## src/rtl/fft_pkg.sv

```systemverilog
// Shared constants and FSM encoding for the 32-point MDC FFT front end.
package fft_pkg;

    localparam int FFT_N        = 32;
    localparam int HALF_N       = 16;
    localparam int IDX_W        = 5;
    localparam int STATE_CODE_W = 7;
    localparam int ROM16_W      = 4;

    // Input assembler states: waiting for a frame, expecting even / odd sample.
    typedef enum logic [1:0] {
        ST_IDLE = 2'd0,
        ST_EVEN = 2'd1,
        ST_ODD  = 2'd2
    } fsm_state_t;

endpackage

```

## src/rtl/fft_input_ctrl.sv

```systemverilog
// Front-end control of the 32-point MDC FFT: pairs even/odd samples of a
// serial stream onto two lanes and generates the stage-1 control words.
module fft_input_ctrl
    import fft_pkg::*;
#(
    parameter int WIDTH = 9
) (
    input  logic                    clk,
    input  logic                    rst,
    input  logic                    in_valid,
    input  logic                    in_sof,
    input  logic [WIDTH-1:0]        in_re,
    input  logic [WIDTH-1:0]        in_im,
    output logic                    out_valid,
    output logic [WIDTH-1:0]        out_ui_re,
    output logic [WIDTH-1:0]        out_ui_im,
    output logic [WIDTH-1:0]        out_li_re,
    output logic [WIDTH-1:0]        out_li_im,
    output logic [STATE_CODE_W-1:0] state_code,
    output logic [ROM16_W-1:0]      rom_16_counter,
    output logic                    frame_done,
    output logic                    err
);

    localparam logic [IDX_W-1:0] IDX_LAST = IDX_W'(FFT_N - 1);

    fsm_state_t              state, state_nxt;
    logic [IDX_W-1:0]        idx;       // index of the next sample to accept
    logic [WIDTH-1:0]        hold_re, hold_im;
    logic [STATE_CODE_W-1:0] pair_cnt;  // pairs emitted since frame start

    // Control decoded from the current state and input strobe
    logic ld_hold;    // latch the incoming sample as the even half of a pair
    logic restart;    // incoming sample is index 0 of a new frame
    logic emit;       // incoming sample completes a pair
    logic clr_cnt;    // fresh frame out of IDLE restarts the pair count
    logic set_err;    // start marker landed mid-frame

    // State register
    always_ff @(posedge clk or posedge rst) begin
        if (rst) state <= ST_IDLE;
        else     state <= state_nxt;
    end

    // Next state and datapath control
    always_comb begin
        state_nxt = state;
        ld_hold   = 1'b0;
        restart   = 1'b0;
        emit      = 1'b0;
        clr_cnt   = 1'b0;
        set_err   = 1'b0;
        case (state)
            ST_IDLE: begin
                if (in_valid && in_sof) begin
                    ld_hold   = 1'b1;
                    restart   = 1'b1;
                    clr_cnt   = 1'b1;
                    state_nxt = ST_ODD;
                end
            end
            ST_EVEN: begin
                if (in_valid) begin
                    ld_hold   = 1'b1;
                    restart   = in_sof;
                    // a marker exactly on the frame boundary is the normal case
                    set_err   = in_sof && (idx != '0);
                    state_nxt = ST_ODD;
                end
            end
            ST_ODD: begin
                if (in_valid) begin
                    if (in_sof) begin
                        // drop the held even sample, re-anchor on this one
                        ld_hold   = 1'b1;
                        restart   = 1'b1;
                        set_err   = 1'b1;
                        state_nxt = ST_ODD;
                    end else begin
                        emit      = 1'b1;
                        state_nxt = ST_EVEN;
                    end
                end
            end
            default: state_nxt = ST_IDLE;
        endcase
    end

    // Sample index, hold register and running pair count
    always_ff @(posedge clk or posedge rst) begin
        if (rst) begin
            idx      <= '0;
            hold_re  <= '0;
            hold_im  <= '0;
            pair_cnt <= '0;
        end else begin
            if (restart)              idx <= IDX_W'(1);
            else if (ld_hold || emit) idx <= idx + 1'b1;
            if (ld_hold) begin
                hold_re <= in_re;
                hold_im <= in_im;
            end
            if (clr_cnt)   pair_cnt <= '0;
            else if (emit) pair_cnt <= pair_cnt + 1'b1;
        end
    end

    // Output register: data and control words launched together with the pair
    always_ff @(posedge clk or posedge rst) begin
        if (rst) begin
            out_valid      <= 1'b0;
            out_ui_re      <= '0;
            out_ui_im      <= '0;
            out_li_re      <= '0;
            out_li_im      <= '0;
            state_code     <= '0;
            rom_16_counter <= '0;
            frame_done     <= 1'b0;
        end else begin
            out_valid  <= emit;
            frame_done <= emit && (idx == IDX_LAST);
            if (emit) begin
                out_ui_re      <= hold_re;
                out_ui_im      <= hold_im;
                out_li_re      <= in_re;
                out_li_im      <= in_im;
                state_code     <= pair_cnt;
                rom_16_counter <= idx[IDX_W-1:1];
            end
        end
    end

    // Sticky protocol error
    always_ff @(posedge clk or posedge rst) begin
        if (rst)          err <= 1'b0;
        else if (set_err) err <= 1'b1;
    end

endmodule

```

## config.mk

```make
export PLATFORM = sky130hd
export DESIGN_NAME = fft_input_ctrl
export DESIGN_NICKNAME = d
export VERILOG_FILES = /design/src/rtl/fft_pkg.sv /design/src/rtl/fft_input_ctrl.sv
export SDC_FILE = /design/constraint.sdc
export NUM_CORES = 1
export LEC_CHECK = 0
export ABC_CLOCK_PERIOD_IN_PS = 3500
export CAP_MARGIN = 15
export CORE_ASPECT_RATIO = 1.5
export CORE_UTILIZATION = 51
export DETAILED_ROUTE_END_ITERATION = 8
export GPL_TIMING_DRIVEN = 0
export PLACE_DENSITY = 0.9
export SYNTH_ARGS = -nofsm -noshare
export SYNTH_HDL_FRONTEND = slang
export SYNTH_SLANG_ARGS = --single-unit
```

## constraint.sdc

```tcl
create_clock -name clk -period 3.5 [get_ports clk]
set_input_delay 0.7 -clock clk [delete_from_list [all_inputs] [get_ports clk]]
set_output_delay 0.7 -clock clk [all_outputs]
set_load 0.1 [all_outputs]
```

Word-level counts from Yosys, hierarchy flattened
Index checks and enable logic that the tools add are counted.
{"block": "word_totals", "wordCells": 53, "regBits": 82, "output_inout_bits": 50}
{"block": "classes", "eq_ne": 6, "n_mux": 22, "reduce_logical": 9, "add_sub_neg": 2}
{"operator": "$mux 7", "n": 2}
{"operator": "$mux 1", "n": 10}
{"operator": "$mux 5", "n": 2}
{"operator": "$mux 2", "n": 4}
{"operator": "$add 7x1->7 const B", "n": 1}
{"operator": "$ne 2x2->1 const B", "n": 3}
{"operator": "$pmux 1 s3", "n": 2}
{"operator": "$pmux 2 s3", "n": 1}
{"operator": "$add 5x1->5 const B", "n": 1}
{"operator": "$eq 5x5->1 const B", "n": 1}
{"operator": "$reduce_bool 5->1", "n": 1}
{"operator": "$reduce_bool 2->1", "n": 2}
{"operator": "$logic_and 1x1->1", "n": 3}
{"operator": "$reduce_and 3->1", "n": 1}
{"operator": "$eq 2x1->1 const B", "n": 1}
{"operator": "$eq 2x2->1 const B", "n": 1}
{"operator": "$logic_not 2->1", "n": 1}
{"operator": "$pmux 1 s2", "n": 1}
{"operator": "$logic_or 1x1->1", "n": 1}

Depth between registers and ports, before layout
Gate-level depths: netlist of run 1.
{"block": "depth", "ltp_word": 6, "mapped_depth": 8}

Worst setup path after synthesis of run 1
No wires, ideal clock.
{"block": "synth_timing", "kind": "input -> register", "startpoint": "input in_sof", "endpoint": "register hold_im[7]", "t_arrival_ns": 1.780, "setup_time_ns": 0.125, "setup_slack_ns": 1.595, "stages": 5, "path_cell_list": "buf_2 -> nor2b_2 -> o211ai_4 -> buf_6 -> mux2_2"}
{"block": "synth_between", "elab_chain_cells": 3, "elab_cells_between_ends": 5}
{"element": "from (decl)", "line_no": "fft_input_ctrl.sv:11", "rtl": "input logic in_sof,"}
{"element": "$mux 1 or $logic_and 1x1->1 (tied branches)", "line_no": "fft_input_ctrl.sv:73, fft_input_ctrl.sv:55"}
{"element": "$mux 1 (on tied branches)", "line_no": "fft_input_ctrl.sv:72, fft_input_ctrl.sv:55"}
{"element": "$pmux 1 s3 *", "line_no": "fft_input_ctrl.sv:53", "rtl": "case (state)"}
{"element": "to (signal assigned)", "line_no": "fft_input_ctrl.sv:101", "rtl": "hold_im <= in_im;"}
{"element": "to (decl)", "line_no": "fft_input_ctrl.sv:29", "rtl": "logic [WIDTH-1:0] hold_re, hold_im;"}
Mark *: on every way between the ends. The rest lies on a longest branch, timed or not.
A chain may end at the register's enable or synchronous reset.

Final worst setup path of run 1
{"block": "layout_timing", "startpoint": "register out_ui_im[4]", "endpoint": "output out_ui_im[4]"}
{"element": "from (decl)", "line_no": "fft_input_ctrl.sv:16", "rtl": "output logic [WIDTH-1:0] out_ui_im,"}
{"element": "from (signal assigned)", "line_no": "fft_input_ctrl.sv:124", "rtl": "out_ui_im <= hold_im;"}
No word-level cell between the ends.

==> impl_metrics.py, run 1 <==
metrics = {
    "clocking": {
        "cts_setup_buffers": 0,
        "clkSinkCount": 82,
        "postCtsHoldBufs": 0,
        "clk_latency_ns": 0.36,
        "post_cts_resized": 0,
        "cts_tree": "done",
        "cts_root_buf": "clkbuf_8",
        "clk_pin_slew_ns": 0.08,
        "cts_made_buffers": 9,
        "clk_path_buf_depth": 2,
        "cts_max_level": 3,
    },
    "min_path": {
        "hold_depth": 2,
        "min_path_type": "flop to flop",
    },
    "worst_setup_path": {
        "path_max_fanout": 2,
        "max_stage_delay_ns": 1.14,
        "worstSetupStartpointType": "flop",
        "crit_required_ns": 2.80,
        "crit_family": "buffers and inverters",
        "r2r_cells": 8,
        "critPathSlowestCell": "clkdlybuf4s50_1",
        "crit_chain": "clkdlybuf4s50_1",
        "path_class": "flop to output pin",
        "critical_path_cell_count": 1,
        "cp.arrival_ns": 1.88,
        "critPathBufInv": 1,
        "worstSetupEndpointType": "output pin",
        "r2r_slack_ns": 1.36,
    },
    "timing": {
        "fmax_mhz": 388,
        "layout_min_cycle_time_ns": 2.58,
        "whs_ns": 0.469,
        "worst_pin_slew_ns": 0.985,
        "setup_viol": 0,
        "setup_tns_ns": 0,
        "slew_headroom_pct": 34.1,
        "finalHoldViolCount": 0,
        "final_max_slew_viol_count": 0,
        "setup_slack_ns": 0.920,
        "post-route-period-util_pct": 73.7,
        "rsz0062_at_grt": "false",
        "clock_skew_ns": 0.00450,
    },
    "route": {
        "finalWirelength_um": 7180,
        "routed_via_density": 5.07,
        "dr.pass1.iters": 4,
        "drtIter0Drc": 203,
        "ant_nets": 0,
        "wl_per_cell_um": 14.5,
        "via_count": 2521,
        "drcViolationCount": 0,
    },
    "place": {
        "dp_slack_ns": 1.29,
        "dp_hpwl_um": 5130,
        "dp_cells": 481,
        "gp_congestion": 0.830,
        "io_buffers": 69,
    },
    "synthesis": {
        "yosys_warnings": 0,
        "synth-seq-area-share_pct": 60.0,
        "yosysUniqueCellTypes": 35,
        "synth_top_family_by_area": "simple AND/OR/NAND/NOR gates",
        "syn_inst": 335,
        "synth_fp_nets": 366,
        "synth-edff-count": 0,
        "synthAdderAreaFrac_pct": 3.29,
        "synthMuxAreaShare_pct": 6.51,
        "syn_area_mm2": 0.00342,
        "synth-compound-area-share_pct": 3.70,
        "synth.avg_cell_area_um2": 10.2,
        "yosys.area_share.simple_pct": 21.4,
        "synth-main-ff-cell": "dfrtp_1",
        "synthXorXnorAreaFrac_pct": 1.79,
        "synth-seq-cells": 82,
        "async_flop_share_pct": 100,
    },
    "die": {
        "io-pin-count": 72,
        "start_util_pct": 52.7,
        "rows": 36,
        "die_h_um": 102,
        "die_area_mm2": 0.00704,
        "die_w_um": 68.9,
        "core_mm2": 0.00649,
    },
    "final_layout": {
        "mostFrequentLayoutCell": "nand2_1",
        "antenna_cells": 0,
        "nNetsFinal": 447,
        "fin_cells": 497,
        "drive_gt1_share_pct": 13.1,
        "final_cell_mix": "nand2_1, dfrtp_1, clkdlybuf4s50_1, mux2_2",
        "nFillCells": 484,
        "syn_to_final_growth_pct": 30.2,
    },
    "global_route": {
        "grt_pass1_wl_um": 11800,
        "antenna_found_initial": 0,
        "grt_max_degree": 57,
        "grt_use_total_pct": 23.2,
        "overflow": 0,
        "grt_pass1_vias": 2456,
    },
    "run_status": {
        "status": "completed",
    },
    "run": {
        "maxCapViolCount": 0,
    },
}
-- cell families after synthesis --
group | Yosys count
xor gates and xnor gates | 7
and+or+nand+nor | 179
DFF | 82
adders and majority gates | 9
buffers and inverters | 23
muxes | 20
AOI/OAI and AO/OA | 15
-- flip-flops by register name (all words and copies together), names as in the netlist --
signal	count
pair_cnt	7
hold_im	9
err	1
hold_re	9
out_ui_re	9
rom_16_counter	4
out_ui_im	9
state_code	7
idx	5
out_li_re	9
out_valid	1
frame_done	1
state	2
out_li_im	9
-- synthesized netlist by cell type (2+ instances only) --
| master | count | share of area, % |
|---|---|---|
| nand2_1 | 149 | 16 |
| dfrtp_1 | 82 | 60 |
| mux2_2 | 18 | 5.9 |
| nor2_1 | 10 | 1.1 |
| ha_1 | 9 | 3.3 |
| inv_1 | 8 | 0.88 |
| buf_2 | 7 | 1.0 |
| a21oi_1 | 6 | 0.88 |
| nor3_1 | 4 | 0.59 |
| xnor2_1 | 4 | 1.0 |
| buf_4 | 3 | 0.66 |
| clkbuf_1 | 3 | 0.33 |
| nand3_1 | 3 | 0.44 |
| o21ai_0 | 3 | 0.44 |
| xor2_1 | 3 | 0.77 |
| mux2i_1 | 2 | 0.59 |
| nand4_1 | 2 | 0.37 |
| or3_1 | 2 | 0.37 |
-- final cells by class --
class                      count  area [µm²]  share of cell area [%]
sequential                    82        2050                    46.1
multi-input combinational    230        1250                    28.2
timing repair buffer          70         718                    16.1
clock buffer                  10         138                    3.09
tap                           76        95.1                    2.14
clock inverter                 6        80.1                    1.80
buffer                        14        80.1                    1.80
inverter                       9        36.3                   0.815
-- metal layers --
| layer | part of all wire [%] | global-route usage [%] |
|---|---|---|
| met1 | 40 | 27.4 |
| met2 | 54 | 39.6 |
| met3 | 3.5 | 5.47 |
| met4 | 1.7 | 9.58 |
| met5 | 0 | 0 |
-- path summary, 6_finish.rpt --
path	from	endpoint
max in group asynchronous	rst	hold_im[4]
min in group asynchronous	rst	out_ui_re[5]
max reg2reg	state[0]	hold_re[1]
max	out_ui_im[4]	out_ui_im[4]
min reg2reg	hold_re[2]	out_ui_re[2]
min	hold_re[2]	out_ui_re[2]
-- through the flow --
step | area, µm² | util [%]
finish | 4450 | 68.7
global route | 4450 | 68.7
CTS | 4450 | 68.7
detailed placement | 4240 | 65.3
global placement | 4210 | 64.8
floorplan | 3420 | -
Power of run 1 is not shown: default switching activity piles up to over one toggle a cycle in this logic, so the estimate is an artifact.
==> run 2: changes to the inputs <==
- ABC_CLOCK_PERIOD_IN_PS: 3500 -> 2650
- clock period: 3.5 -> 2.65 ns (I/O delays scaled with it)
==> results of run 2 <==
Same layout as run 1 (identical final DEF). Status: completed.
Among the figures that moved: setup slack after placement 1.29 ns -> 0.543 ns; setup slack after layout 0.920 ns -> 0.240 ns; register-to-register setup slack 1.36 ns -> 0.51 ns
Power of run 2 is left out for the same reason.
==> run 3: changes to the inputs <==
- ABC_AREA: default -> 1
- ABC_CLOCK_PERIOD_IN_PS: 2650 -> default
- PLACE_DENSITY: 0.9 -> 0.89
- SKIP_CTS_REPAIR_TIMING: default -> 1
==> run 3 against run 2 <==
Die area is 4.5% higher. Via count is 13% higher. First-iteration DRC count is 22% higher. Synthesized area is 4.6% higher. Highest routed layer unchanged. Non-clock buffer count is 3 higher. Register-to-register slack better by 0.47 ns. Synthesized cell count is 13% higher.
==> impl_metrics.py, run 3 <==
metrics = {
    "die": {
        "die_h_um": 105,
        "rows": 37,
        "die_w_um": 70.4,
        "io-pin-count": 72,
        "start_util_pct": 52.5,
        "die_area_mm2": 0.00736,
        "core_mm2": 0.00681,
    },
    "route": {
        "drtIter0Drc": 247,
        "dr.pass1.iters": 4,
        "via_count": 2842,
        "ant_nets": 0,
        "wl_per_cell_um": 14.5,
        "drcViolationCount": 0,
        "routed_via_density": 5.21,
        "finalWirelength_um": 7900,
    },
    "worst_setup_path": {
        "critPathBufInv": 1,
        "r2r_cells": 5,
        "worstSetupStartpointType": "flop",
        "critical_path_cell_count": 1,
        "crit_chain": "clkdlybuf4s50_1",
        "crit_required_ns": 2.12,
        "worstSetupEndpointType": "output pin",
        "path_max_fanout": 2,
        "critPathSlowestCell": "clkdlybuf4s50_1",
        "cp.arrival_ns": 1.88,
        "max_stage_delay_ns": 1.14,
        "path_class": "flop to output pin",
        "crit_family": "buffers and inverters",
    },
    "clocking": {
        "cts_tree": "done",
        "clk_pin_slew_ns": 0.08,
        "clk_path_buf_depth": 2,
        "clkSinkCount": 82,
        "clk_latency_ns": 0.36,
        "cts_made_buffers": 9,
        "cts_max_level": 3,
        "cts_root_buf": "clkbuf_8",
    },
    "final_layout": {
        "fin_cells": 545,
        "drive_gt1_share_pct": 11.8,
        "antenna_cells": 0,
        "syn_to_final_growth_pct": 28.0,
        "mostFrequentLayoutCell": "nand2_1",
        "nFillCells": 511,
        "final_cell_mix": "nand2_1, dfrtp_1, clkdlybuf4s50_1, inv_1, o21ai_0",
        "nNetsFinal": 493,
    },
    "timing": {
        "slew_headroom_pct": 33.0,
        "rsz0062_at_grt": "false",
        "post-route-period-util_pct": 91.1,
        "final_max_slew_viol_count": 0,
        "layout_min_cycle_time_ns": 2.41,
        "setup_viol": 0,
        "clock_skew_ns": 0.00898,
        "finalHoldViolCount": 0,
        "fmax_mhz": 414,
        "worst_pin_slew_ns": 1.00,
        "setup_tns_ns": 0,
    },
    "global_route": {
        "grt_pass1_vias": 2864,
        "antenna_found_initial": 0,
        "grt_pass1_wl_um": 13100,
        "overflow": 0,
        "grt_max_degree": 46,
        "grt_use_total_pct": 23.0,
    },
    "place": {
        "gp_congestion": 0.905,
        "dp_cells": 529,
        "dp_hpwl_um": 5760,
        "io_buffers": 71,
    },
    "synthesis": {
        "yosys_warnings": 0,
        "synth_most_common_cell": "nand2_1",
        "yosysTopAreaCell": "dfrtp_1",
        "async_flop_share_pct": 100,
        "synth-seq-cells": 82,
        "synth-edff-count": 0,
        "synth-main-ff-cell": "dfrtp_1",
        "syn_inst": 379,
        "syn_area_mm2": 0.00358,
        "synthTopCellsByCount": "nand2_1, dfrtp_1, inv_1, o21ai_0, o21ai_2",
        "yosysUniqueCellTypes": 24,
        "synth_fp_nets": 410,
        "synth_area_leaders": "dfrtp_1, nand2_1, o21ai_2",
        "synth.avg_cell_area_um2": 9.44,
        "synth_top_area_share_pct": 57.4,
        "synth-seq-area-share_pct": 57.4,
    },
    "min_path": {
        "hold_depth": 2,
        "min_path_type": "flop to flop",
    },
    "run_status": {
        "status": "completed",
    },
    "run": {
        "maxCapViolCount": 0,
    },
}
==> run 3: changes by cell type after synthesis, moves of 12 or more <==
cell | before | now
inv_1 | 8 | 41
o21ai_0 | 3 | 23
mux2_2 | 18 | 0
o21ai_2 | 0 | 18
nand2_1 | 149 | 134
nand3_1 | 3 | 15
o21ai_1 | 0 | 12
==> run 3: final timing paths <==
| path | to | slack, ns | startpoint |
|---|---|---|---|
| min in group asynchronous | state_code[0] | 0.56 | rst |
| max in group asynchronous | out_ui_re[4] | 1.51 | rst |
| worst max register to register | idx[4] | 0.98 | state[0] |
| worst max-delay path | out_ui_im[0] | 0.24 | out_ui_im[0] |
| worst min-delay path | out_ui_im[8] | 0.47 | hold_im[8] |
| worst min register to register | out_ui_im[8] | 0.47 | hold_im[8] |
==> run 3: cell families (layout without fill, tap and decap cells) <==
kind of cell / Yosys count / after routing / share of synthesized area [%]
simple gates: 173 / 173 / 20.7
xor+xnor: 2 / 2 / 0.490
fa+ha+maj: 9 / 9 / 3.15
flops: 82 / 82 / 57.4
buf+inv: 57 / 145 / 8.50
compound gates: 56 / 56 / 9.80
==> run 3: final cells by class <==
type	count	area [µm²]	area share, %
repair buffers	72	731	16.0
clock buffers	11	141	3.09
multi-input cells	240	1220	26.6
plain buffers	15	146	3.20
well taps	78	97.6	2.13
inverters	42	160	3.50
flip-flops and latches	82	2050	44.8
clock inverters	5	30.0	0.656
==> run 3: metal layers <==
metal,vias up,GRT usage [%],routed length [µm]
met5,-,0,0
met4,0,11.6,145
met3,11,4.53,269
met2,72,42.1,4400
met1,1389,24.5,3090
li1,1370,-,-
==> run 3: per-stage QoR <==
stage	setup WS [ns]	instance area, µm²	hold slack, ns	utilization (%)
after floorplan	0.0116	3580	0.442	-
after CTS	0.217	4580	0.475	67.3
after detailed placement	0.615	4410	0.456	64.8
after global placement	-1.09	4380	0.451	64.4
final	0.237	4580	0.469	67.3
after global routing	0.194	4580	0.492	67.3
Power of run 3 is left out for the same reason.
